===== src/rtl/data_ram_reader_if.sv =====
// Avalon-MM read master to the data RAM plus the Avalon-ST source that
// carries the fetched words downstream.
interface data_ram_reader_if;
    logic [7:0]  ram_address;
    logic        ram_chipselect;
    logic        ram_write;
    logic [3:0]  ram_byteenable;
    logic        ram_clken;
    logic [31:0] ram_readdata;
    logic [31:0] out_data;
    logic        out_valid;
    logic        out_ready;
    logic        out_startofpacket;
    logic        out_endofpacket;

    modport master (
        output ram_address, ram_chipselect, ram_write, ram_byteenable, ram_clken,
        input  ram_readdata,
        output out_data, out_valid, out_startofpacket, out_endofpacket,
        input  out_ready
    );

    modport slave (
        input  ram_address, ram_chipselect, ram_write, ram_byteenable, ram_clken,
        output ram_readdata,
        input  out_data, out_valid, out_startofpacket, out_endofpacket,
        output out_ready
    );
endinterface


===== src/rtl/data_ram_reader.sv =====
// Streams a block of words out of a 1-cycle-latency data RAM into an
// Avalon-ST source, with a small skid FIFO absorbing downstream back-pressure.
module data_ram_reader #(
    parameter int FIFO_DEPTH = 4
) (
    input  logic       clk,
    input  logic       reset_n,
    input  logic       start,
    input  logic [7:0] base_addr,
    input  logic [8:0] length,
    input  logic       abort,
    output logic       busy,
    output logic       done,
    data_ram_reader_if.master bus
);
    localparam int PW = $clog2(FIFO_DEPTH);
    localparam int CW = PW + 1;

    typedef enum logic {IDLE, RUN} state_t;
    typedef struct packed {
        logic        sop;
        logic        eop;
        logic [31:0] data;
    } entry_t;

    state_t        state_q, state_d;
    logic [7:0]    addr_q, addr_d;
    logic [8:0]    remain_q, remain_d;
    logic          first_q, first_d;
    logic          inflight_q, inflight_d;
    logic          infl_sop_q, infl_sop_d;
    logic          infl_eop_q, infl_eop_d;
    logic          zero_done_q, zero_done_d;
    logic [PW-1:0] wr_ptr_q, wr_ptr_d;
    logic [PW-1:0] rd_ptr_q, rd_ptr_d;
    logic [CW-1:0] count_q, count_d;
    entry_t        mem_q [FIFO_DEPTH];
    entry_t        head;

    logic issue, push, pop, complete, out_valid;

    // Reserve a FIFO slot for the word still in the RAM pipeline before issuing.
    assign issue    = (state_q == RUN) && (remain_q != 9'd0) &&
                      ((count_q + CW'(inflight_q)) < CW'(FIFO_DEPTH));
    assign push     = inflight_q;
    assign out_valid = (count_q != '0);
    assign pop      = out_valid && bus.out_ready;
    assign complete = (state_q == RUN) && (remain_q == 9'd0) && !inflight_q && (count_q == '0);
    assign head     = mem_q[rd_ptr_q];

    always_comb begin
        state_d     = state_q;
        addr_d      = addr_q;
        remain_d    = remain_q;
        first_d     = first_q;
        inflight_d  = 1'b0;
        infl_sop_d  = infl_sop_q;
        infl_eop_d  = infl_eop_q;
        zero_done_d = 1'b0;
        wr_ptr_d    = wr_ptr_q;
        rd_ptr_d    = rd_ptr_q;
        count_d     = count_q;
        case (state_q)
            IDLE: begin
                if (start) begin
                    if (length != 9'd0) begin
                        state_d  = RUN;
                        addr_d   = base_addr;
                        remain_d = (length > 9'd256) ? 9'd256 : length;
                        first_d  = 1'b1;
                    end else begin
                        zero_done_d = 1'b1;
                    end
                end
            end
            RUN: begin
                if (abort) begin
                    state_d  = IDLE;
                    remain_d = 9'd0;
                    wr_ptr_d = '0;
                    rd_ptr_d = '0;
                    count_d  = '0;
                end else begin
                    if (issue) begin
                        addr_d     = addr_q + 8'd1;
                        remain_d   = remain_q - 9'd1;
                        first_d    = 1'b0;
                        inflight_d = 1'b1;
                        infl_sop_d = first_q;
                        infl_eop_d = (remain_q == 9'd1);
                    end
                    if (push) wr_ptr_d = wr_ptr_q + PW'(1);
                    if (pop)  rd_ptr_d = rd_ptr_q + PW'(1);
                    count_d = count_q + CW'(push) - CW'(pop);
                    if (complete) state_d = IDLE;
                end
            end
            default: state_d = IDLE;
        endcase
    end

    always_ff @(posedge clk or negedge reset_n) begin
        if (!reset_n) begin
            state_q     <= IDLE;
            addr_q      <= 8'd0;
            remain_q    <= 9'd0;
            first_q     <= 1'b0;
            inflight_q  <= 1'b0;
            infl_sop_q  <= 1'b0;
            infl_eop_q  <= 1'b0;
            zero_done_q <= 1'b0;
            wr_ptr_q    <= '0;
            rd_ptr_q    <= '0;
            count_q     <= '0;
        end else begin
            state_q     <= state_d;
            addr_q      <= addr_d;
            remain_q    <= remain_d;
            first_q     <= first_d;
            inflight_q  <= inflight_d;
            infl_sop_q  <= infl_sop_d;
            infl_eop_q  <= infl_eop_d;
            zero_done_q <= zero_done_d;
            wr_ptr_q    <= wr_ptr_d;
            rd_ptr_q    <= rd_ptr_d;
            count_q     <= count_d;
        end
    end

    // Storage needs no reset: count_q alone decides which entries are live.
    always_ff @(posedge clk) begin
        if (push) mem_q[wr_ptr_q] <= '{sop: infl_sop_q, eop: infl_eop_q, data: bus.ram_readdata};
    end

    assign busy = (state_q == RUN) && !complete;
    assign done = zero_done_q || complete;

    assign bus.ram_address       = addr_q;
    assign bus.ram_chipselect    = issue;
    assign bus.ram_write         = 1'b0;
    assign bus.ram_byteenable    = 4'hF;
    assign bus.ram_clken         = 1'b1;
    assign bus.out_valid         = out_valid;
    assign bus.out_data          = out_valid ? head.data : 32'd0;
    assign bus.out_startofpacket = out_valid && head.sop;
    assign bus.out_endofpacket   = out_valid && head.eop;
endmodule

===== src/flat_wrapper.sv =====
// flat-port wrapper written by rule: the top's interface ports become plain ports
module data_ram_reader_flat 
#(
    parameter int FIFO_DEPTH = 4
)
  (clk, reset_n, start, base_addr, length, abort, busy, done, bus_ram_address, bus_ram_chipselect, bus_ram_write, bus_ram_byteenable, bus_ram_clken, bus_ram_readdata, bus_out_data, bus_out_valid, bus_out_startofpacket, bus_out_endofpacket, bus_out_ready);
  data_ram_reader_if bus_i ();
  input  logic clk;
  input  logic reset_n;
  input  logic start;
  input  logic [7:0] base_addr;
  input  logic [8:0] length;
  input  logic abort;
  output logic busy;
  output logic done;
  output wire logic [$bits(bus_i.ram_address)-1:0] bus_ram_address;
  output wire logic [$bits(bus_i.ram_chipselect)-1:0] bus_ram_chipselect;
  output wire logic [$bits(bus_i.ram_write)-1:0] bus_ram_write;
  output wire logic [$bits(bus_i.ram_byteenable)-1:0] bus_ram_byteenable;
  output wire logic [$bits(bus_i.ram_clken)-1:0] bus_ram_clken;
  input wire logic [$bits(bus_i.ram_readdata)-1:0] bus_ram_readdata;
  output wire logic [$bits(bus_i.out_data)-1:0] bus_out_data;
  output wire logic [$bits(bus_i.out_valid)-1:0] bus_out_valid;
  output wire logic [$bits(bus_i.out_startofpacket)-1:0] bus_out_startofpacket;
  output wire logic [$bits(bus_i.out_endofpacket)-1:0] bus_out_endofpacket;
  input wire logic [$bits(bus_i.out_ready)-1:0] bus_out_ready;
  assign bus_ram_address = bus_i.ram_address;
  assign bus_ram_chipselect = bus_i.ram_chipselect;
  assign bus_ram_write = bus_i.ram_write;
  assign bus_ram_byteenable = bus_i.ram_byteenable;
  assign bus_ram_clken = bus_i.ram_clken;
  assign bus_i.ram_readdata = bus_ram_readdata;
  assign bus_out_data = bus_i.out_data;
  assign bus_out_valid = bus_i.out_valid;
  assign bus_out_startofpacket = bus_i.out_startofpacket;
  assign bus_out_endofpacket = bus_i.out_endofpacket;
  assign bus_i.out_ready = bus_out_ready;
  data_ram_reader #(.FIFO_DEPTH(FIFO_DEPTH)) u_core (.clk(clk), .reset_n(reset_n), .start(start), .base_addr(base_addr), .length(length), .abort(abort), .busy(busy), .done(done), .bus(bus_i));
endmodule

===== config.mk =====
export PLATFORM = sky130hd
export DESIGN_NAME = data_ram_reader_flat
export DESIGN_NICKNAME = d
export VERILOG_FILES = /design/src/rtl/data_ram_reader_if.sv /design/src/rtl/data_ram_reader.sv /design/src/flat_wrapper.sv
export SDC_FILE = /design/constraint.sdc
export NUM_CORES = 1
export LEC_CHECK = 0
export CAP_MARGIN = 10
export CORE_AREA = 2 2 123 125
export DETAILED_ROUTE_END_ITERATION = 12
export DIE_AREA = 0 0 125 127
export PLACE_DENSITY = 0.73
export SETUP_SLACK_MARGIN = 0.02
export SLEW_MARGIN = 40
export SYNTH_ARGS = -nofsm -noshare
export SYNTH_HDL_FRONTEND = slang
export SYNTH_SLANG_ARGS = --single-unit

===== constraint.sdc =====
create_clock -name clk -period 2.3 [get_ports clk]
set_input_delay 0.46 -clock clk [delete_from_list [all_inputs] [get_ports clk]]
set_output_delay 0.46 -clock clk [all_outputs]
set_load 0.005 [all_outputs]

Word level (Yosys, flattened, before mapping)

Memory sizes are Yosys's and may differ from the RTL's.
Cells that the tools add are included.

Register bits: 30
Latch bits: 0
Bits in writable memories: 136
ROM bits: 0
Input bits: 54
Output and inout bits: 52
Word-level logic and storage cells: 87
Memories: 1

Memories:

| name         | depth | width | read ports | clocked after memory_dff | wr ports | line                  | text |
|---|---|---|---|---|---|---|---|
| u_core.mem_q | 4     | 34    | 1          | 0                        | 1        | data_ram_reader.sv:37 | `entry_t mem_q [FIFO_DEPTH];` |

Add/subtract/negate cells: 6
$mul: 0
Divide/modulo/power cells: 0
$lt $le $gt $ge: 2
Equality and inequality tests: 6
Shifts and indexed selects: 0
Mux-type cells: 35
Bitwise operators: 2
Reductions and logical operators: 24

Operators by type and width:

| cell                                             | count |
|---|---|
| two-way mux 9 bit                                | 5 |
| two-way mux 32 bit                               | 1 |
| two-way mux 8 bit                                | 4 |
| case mux 9 bit (2 select lines)                  | 1 |
| nonzero test 9 bit                               | 2 |
| two-way mux 1 bit                                | 16 |
| case mux 8 bit (2 select lines)                  | 1 |
| == test 9 x 1 -> 1 bit, second input constant    | 1 |
| > comparator 9 bit, second input constant        | 1 |
| logical AND 1 bit                                | 9 |
| zero test 9 bit                                  | 1 |
| subtractor 9 x 1 -> 9 bit, second input constant | 1 |
| adder 8 x 1 -> 8 bit, second input constant      | 1 |
| two-way mux 2 bit                                | 4 |
| != test 2 bit, second input constant             | 3 |
| AND reduction 3 bit                              | 2 |
| adder 2 x 1 -> 2 bit, second input constant      | 2 |
| case mux 1 bit (2 select lines)                  | 2 |
| AND reduction 2 bit                              | 2 |
| AND reduction 4 bit                              | 1 |
| nonzero test 2 bit                               | 2 |
| adder 3 x 1 -> 3 bit                             | 1 |
| zero test 3 bit                                  | 1 |
| < comparator 3 bit, second input constant        | 1 |
| other kinds (8)                                  | 10 |

Longest topological paths before layout

Gate-level depths: netlist (run 1).

Word-level depth: 7
Depth in mapped cells: 8

Worst setup path after synthesis (run 1)

Ideal clock, no wire load.

Kind: reg-to-output
Start point: register u_core.inflight_q
End point: output port bus_ram_chipselect
Data arrival time: 1.612 ns
Setup slack: 0.228 ns
Cell stages (with the launch flop): 6
Cell sequence: dfrtp_1 ha_1 ha_1 xor2_1 a21oi_1 and2_1

Cells in the longest elaborated chain, start to end: 3

Ends and longest elaborated chain:

| item                     | line                   | text |
|---|---|---|
| start: declaration       | data_ram_reader.sv:30  | `logic inflight_q, inflight_d;` |
| start signal: assignment | data_ram_reader.sv:120 | `inflight_q <= inflight_d;` |
| adder 3 x 1 -> 3 bit     | data_ram_reader.sv:44  | `((count_q + CW'(inflight_q)) < CW'(FIFO_DEPTH));` |
| < comparator 3 bit       | data_ram_reader.sv:44  |  |
| logical AND 1 bit        | data_ram_reader.sv:43  | `assign issue = (state_q == RUN) && (remain_q != 9'd0) &&` |
| end: declaration         | flat_wrapper.sv:17     | `output wire logic [$bits(bus_i.ram_chipselect)-1:0] bus_ram_chipselect;` |

Every way passes these cells.

Final worst setup path (run 1)

Start point: register u_core.rd_ptr_q[0]
End point: output port bus_out_data[20]

Cells in the longest elaborated chain, start to end: 2

Ends and longest elaborated chain:

| item                     | line                   | text |
|---|---|---|
| start: declaration       | data_ram_reader.sv:35  | `logic [PW-1:0] rd_ptr_q, rd_ptr_d;` |
| start signal: assignment | data_ram_reader.sv:125 | `rd_ptr_q <= rd_ptr_d;` |
| memory (4 x 34 bit)      | n/a                    |  |
| two-way mux 32 bit       | data_ram_reader.sv:144 | `assign bus.out_data = out_valid ? head.data : 32'd0;` |
| end: declaration         | flat_wrapper.sv:22     | `output wire logic [$bits(bus_i.out_data)-1:0] bus_out_data;` |

Every way passes these cells.

==> impl_metrics.json, run 1 <==
{
  "cp_slowest_cell": "mux4_2",
  "grt_use_total_pct": 19.92,
  "worst_ir_drop_vdd_mv": 0.7305,
  "detail_route.wl_per_cell_um": 19.75,
  "root_buffer": "clkbuf_16",
  "synth_area_um2": 7096,
  "final_area_um2": 9709,
  "drc": 0,
  "clkLatencyLatePin_ns": 0.42,
  "place.gp.congestion": 0.8569,
  "vias": 4324,
  "worstPathRequired_ns": 1.84,
  "synth-edff-count": 136,
  "coreArea_um2": 14420,
  "area_delta_synth_final_pct": 36.84,
  "fmax_mhz": 413.0,
  "ys_async_sr_fraction_pct": 18.07,
  "synth_top_area_share_pct": 57.56,
  "drt-total-wl_um": 15300,
  "netlist_top_cells_area": "edfxtp_1 58%, mux4_2 11%, dfrtp_1 11%",
  "initial_core_util_pct": 49.19,
  "synth_top_area_cell": "edfxtp_1",
  "numClockSinks": 166,
  "hold_class": "in2async",
  "crit_fanout": 5,
  "cts_tree": "built",
  "synth_cell_type_count": 57,
  "hpwl_um": 9007,
  "synth_seq_area_share_pct": 68.14,
  "cts.htree.levels": 4,
  "design.die.area_um2": 15880,
  "synthFlopType": "edfxtp_1",
  "grt_pass1_wl_um": 24090,
  "fp.dieW_um": 125,
  "setup_viol": 32,
  "skew_ns": 0.005558,
  "grt_pass1_vias": 4532,
  "drive_above_1_share_pct": 38.98,
  "drt_pass1_iterations": 4,
  "layout_setup_ws_ns": -0.1212,
  "end_kind": "primary output",
  "final.min_clock_period_ns": 2.421,
  "num_rows": 44,
  "dpl_worst_slack_ns": 0.01127,
  "crit_path_frequent_cell": "buf_12",
  "drt_iter0_drc": 376,
  "hold_slack_ns": 0.4298,
  "place_area_um2": 8514,
  "avgSynthCellArea_um2": 17.06,
  "final_nets": 644,
  "slowest_delay_ns": 0.48,
  "p_leak_uw": 0.003527,
  "drv_slew": 0,
  "boundaryPins": 106,
  "crit_path_start_kind": "flop",
  "power_uw": 12300,
  "synthCells": 416,
  "clock_path_buffers": 2,
  "grt_max_degree": 31,
  "violations": "setup timing",
  "rsz0062_at_grt": "yes",
  "max_cap_viol_count": 0,
  "portBuffers": 99,
  "antenna_left": 0,
  "via_per_inst": 5.579,
  "gr-total-overflow": 0,
  "hold_viol_final": 0,
  "path_clk_slew_ns": 0.06,
  "path_cells": "buf_12, buf_12, buf_16, mux4_2, and2_1, buf_2",
  "yosysWarnings": 0,
  "power.density_nw_per_um2": 1267,
  "antenna_found_initial": 1,
  "worstPathArrival_ns": 1.96,
  "status": "complete, but fails checks",
  "cts_buffers": 17,
  "ys_ff_latch": 166,
  "final.period_utilization_pct": 105.3,
  "dieHeight_um": 127,
  "criticalPathCategory": "reg2out"
}
-- through the flow --
stage | setup TNS (ns) | utilization [%] | instances
floorplan | 0 | - | 420
global placement | 0 | 59.03 | 710
detailed placement | 0 | 59.03 | 710
CTS | -3.477 | 65.78 | 770
global route | -4.013 | 67.30 | 774
finish | -1.741 | 67.31 | 775
-- cell usage in the layout (no fill, tap or decap), drive strengths merged, types with 3 or more instances in the layout --
cell / count
or3: 3
nand3: 6
nor2: 7
inv: 11
clkdlybuf4s50: 61
mux4: 34
bufinv: 4
a21oi: 13
nor4: 7
nand2: 9
o211ai: 7
and2: 40
conb: 6
edfxtp: 136
o21ai: 13
and3: 3
buf: 101
clkbuf: 20
nand2b: 3
clkinv: 9
mux2i: 4
nor3: 5
dfrtp: 30
ha: 12
o221a: 5
a31oi: 3
o2bb2ai: 9
-- sequential cells by signal, summed over array words and instances, names as in the netlist, 2 cells and up --
name and count:
u_core.mem_q 136, u_core.remain_q 9, u_core.bus.ram_address 8, u_core.count_q 3, u_core.rd_ptr_q 2, u_core.wr_ptr_q 2
-- power breakdown --
part	internal [µW]	switching (µW)
Combinational	3280	2130
Sequential	3720	311
Clock	1790	1070
Total	8800	3510
-- worst max-delay path, delay by kind of cell (launching register included) --
kind	cells	cell delay [ns]
simple gates	1	0.14
buf+inv	4	0.48
mux	1	0.48
flops	1	0.43
-- layout make-up --
type | count | area (µm²)
Antenna cell | 1 | 2.502
Clock buffer | 19 | 432.9
Clock inverter | 12 | 160.2
Fill cell | 976 | 4715
Inverter | 12 | 45.04
Multi-Input combinational cell | 217 | 2287
Sequential cell | 166 | 4837
Tap cell | 184 | 230.2
Timing Repair Buffer | 164 | 1714
-- metal layers --
metal	routed length, µm	part of all wire [%]	GRT usage (%)
met1	6444	42	25.84
met2	7780	51	33.47
met3	917	6.0	5.235
met4	160	1.0	6.078
met5	0	0	0
-- cell usage after synthesis (8+ instances only) --
cell,n
a21oi_1,13
and2_1,40
clkbuf_1,11
dfrtp_1,30
edfxtp_1,136
ha_1,12
inv_1,11
mux4_2,34
nand2_1,8
o21ai_0,12
o2bb2ai_1,9
-- kinds of logic (layout without fill, tap and decap cells) --
logic type               Yosys count  in the layout  synth area share, %
flip-flops                       166            166                68.14
AND/OR/NAND/NOR                   91             91                8.094
AO/OA/AOI/OAI                     66             66                6.966
multiplexers                      40             40                11.73
buffers and inverters             37            207                2.610
adder cells (fa/ha/maj)           12             12                2.116
other                              2              7               0.1058
XOR/XNOR                           2              2               0.2469
-- worst paths after layout --
path                            depth (start not counted)                  to  slack (ns)                from
min in group clk                                        2      u_core.first_q        0.51      u_core.first_q
worst max-delay path                                    6    bus_out_data[20]       -0.12  u_core.rd_ptr_q[0]
max in group asynchronous                               2  u_core.rd_ptr_q[1]        1.55             reset_n
worst max register to register                         10   u_core.count_q[2]        0.08   u_core.count_q[1]
worst min register to register                          2      u_core.first_q        0.51      u_core.first_q
worst min-delay path                                    2  u_core.remain_q[5]        0.43             reset_n
-- timing repair --
item                       CTS  global route
gates cloned                 4             1
resized for setup          203            43
pin swaps                   42            13
setup endpoints to repair   39            39
setup buffers               25             7
hold buffers                 0             0
(Power assumes the default switching activity.)
==> run 2: changes to the inputs <==
--- a/config.mk
+++ b/config.mk
@@ -11,2 +11,3 @@
 export DIE_AREA = 0 0 125 127
+export GPL_ROUTABILITY_DRIVEN = 1
 export PLACE_DENSITY = 0.73
--- a/constraint.sdc
+++ b/constraint.sdc
@@ -3,2 +3,2 @@
 set_output_delay 0.46 -clock clk [all_outputs]
-set_load 0.005 [all_outputs]
+set_load 0.1 [all_outputs]
==> impl_metrics.json, run 2 (synthesis gave the netlist of run 1 again) <==
{
  "status": "complete, but fails checks",
  "violations": "setup timing",
  "initial_core_util_pct": 49.19,
  "drt_pass1_iterations": 4,
  "crit_path_frequent_cell": "buf_12",
  "critPathBufInv": 2,
  "criticalPathCategory": "reg2out",
  "final_nets": 616,
  "detail_route.wl_per_cell_um": 19.25,
  "setup_viol": 36,
  "cts.htree.levels": 4,
  "layout_common_cells": "136 x edfxtp_1, 53 x clkdlybuf4s50_1, 42 x buf_4",
  "worstPathRequired_ns": 1.84,
  "path_cells": "buf_12, mux4_2, and2_4, buf_12",
  "grt_use_total_pct": 18.72,
  "cts_tree": "built",
  "final.period_utilization_pct": 104.4,
  "antenna_left": 0,
  "via_per_inst": 5.659,
  "regMostFlops": "u_core.mem_q",
  "drc": 0,
  "rsz0062_at_grt": "yes",
  "drive_above_1_share_pct": 38.72,
  "grt_pass1_wl_um": 22670,
  "coreArea_um2": 14420,
  "grt_pass1_vias": 4411,
  "path_clk_slew_ns": 0.06,
  "boundaryPins": 106,
  "cp-startpoint": "u_core.rd_ptr_q[0]",
  "cp_slowest_cell": "mux4_2",
  "antennaDiodeCount": 0,
  "layout_setup_ws_ns": -0.1007,
  "fmax_mhz": 416.5,
  "hold_class": "in2async",
  "regToRegStartpoint": "u_core.count_q[1]",
  "drv_slew": 0,
  "grt_max_degree": 31,
  "cp_top_family": "multiplexers",
  "slowest_delay_ns": 0.54,
  "fp.dieW_um": 125,
  "final_area_um2": 9628,
  "num_rows": 44,
  "worstPathArrival_ns": 1.94,
  "place_area_um2": 8850,
  "clkLatencyLatePin_ns": 0.42,
  "antenna_found_initial": 0,
  "hold_viol_final": 0,
  "r2r_cells": 8,
  "worstSetupPathDepth": 4,
  "setup-tns-final_ns": -1.747,
  "dieHeight_um": 127,
  "design.die.area_um2": 15880,
  "final.min_clock_period_ns": 2.401,
  "skew_ns": 0.009123,
  "hpwl_um": 9290,
  "cts_buffers": 17,
  "end_kind": "primary output",
  "gr-total-overflow": 0,
  "root_buffer": "clkbuf_16",
  "clock_path_buffers": 2,
  "drt-total-wl_um": 14380,
  "crit_fanout": 17,
  "dpl_worst_slack_ns": 0.07683,
  "max_cap_viol_count": 0,
  "place.gp.congestion": 0.8759,
  "drt_iter0_drc": 313,
  "crit_path_start_kind": "flop",
  "layout_commonest_cell": "edfxtp_1",
  "area_delta_synth_final_pct": 35.69,
  "numClockSinks": 166,
  "largest_reg_flops": 136,
  "vias": 4227,
  "portBuffers": 99
}
run 2: cell types whose count changed in the layout (fill, tap and decap cells not counted), sizes merged:
cell           previous run  this run
bufinv                    4         3
buf                     101        83
clkinv                    9         7
clkbuf                   20        19
clkinvlp                  0         3
clkdlybuf4s15             1         0
diode                     1         0
clkdlybuf4s50            61        53
inv                      11        12
run 2: final cells by class:
class	count	area, µm²
Sequential cell	166	4838
Fill cell	991	4796
Multi-Input combinational cell	217	2267
Timing Repair Buffer	136	1658
Clock buffer	19	432.9
Tap cell	184	230.2
Clock inverter	13	156.4
Inverter	12	45.04
run 2: what timing repair did:
action | CTS | global route
resized for setup | 44 | 11
pin swaps | 1 | 3
setup buffers | 5 | 3
setup endpoints to repair | 37 | 37
endpoints found under the hold margin | 0 | 0
hold buffers | 0 | 0
run 2: metal layers:
layer | track usage, % | vias up | share of wire [%]
met5 | 0 | - | 0
met4 | 5.621 | 0 | 1.2
met3 | 5.193 | 15 | 6.4
met2 | 31.20 | 154 | 50
met1 | 24.33 | 2148 | 42
li1 | - | 1910 | -
run 2: path summary, 6_finish.rpt:
path | end | slack (ns)
setup reg to reg | u_core.count_q[2] | 0.27
max in group asynchronous | u_core.rd_ptr_q[1] | 1.56
hold / removal | u_core.remain_q[5] | 0.43
hold reg to reg | u_core.first_q | 0.52
setup / recovery | bus_out_data[13] | -0.10
min in group clk | u_core.first_q | 0.52
run 2: stage by stage:
| step | util (%) | instances | hold WS, ns |
|---|---|---|---|
| 6_report | 66.75 | 747 | 0.4287 |
| 5_1_grt | 66.75 | 747 | 0.4472 |
| 3_3_place_gp | 61.36 | 708 | 0.4919 |
| 2_1_floorplan | - | 420 | 0.1644 |
| 4_1_cts | 66.46 | 745 | 0.4280 |
| 3_5_place_dp | 61.36 | 708 | 0.5035 |
Power of run 2 is left out: the tool's default activity adds up to more than one toggle a clock period on the data nets, which glitch-free logic cannot reach.
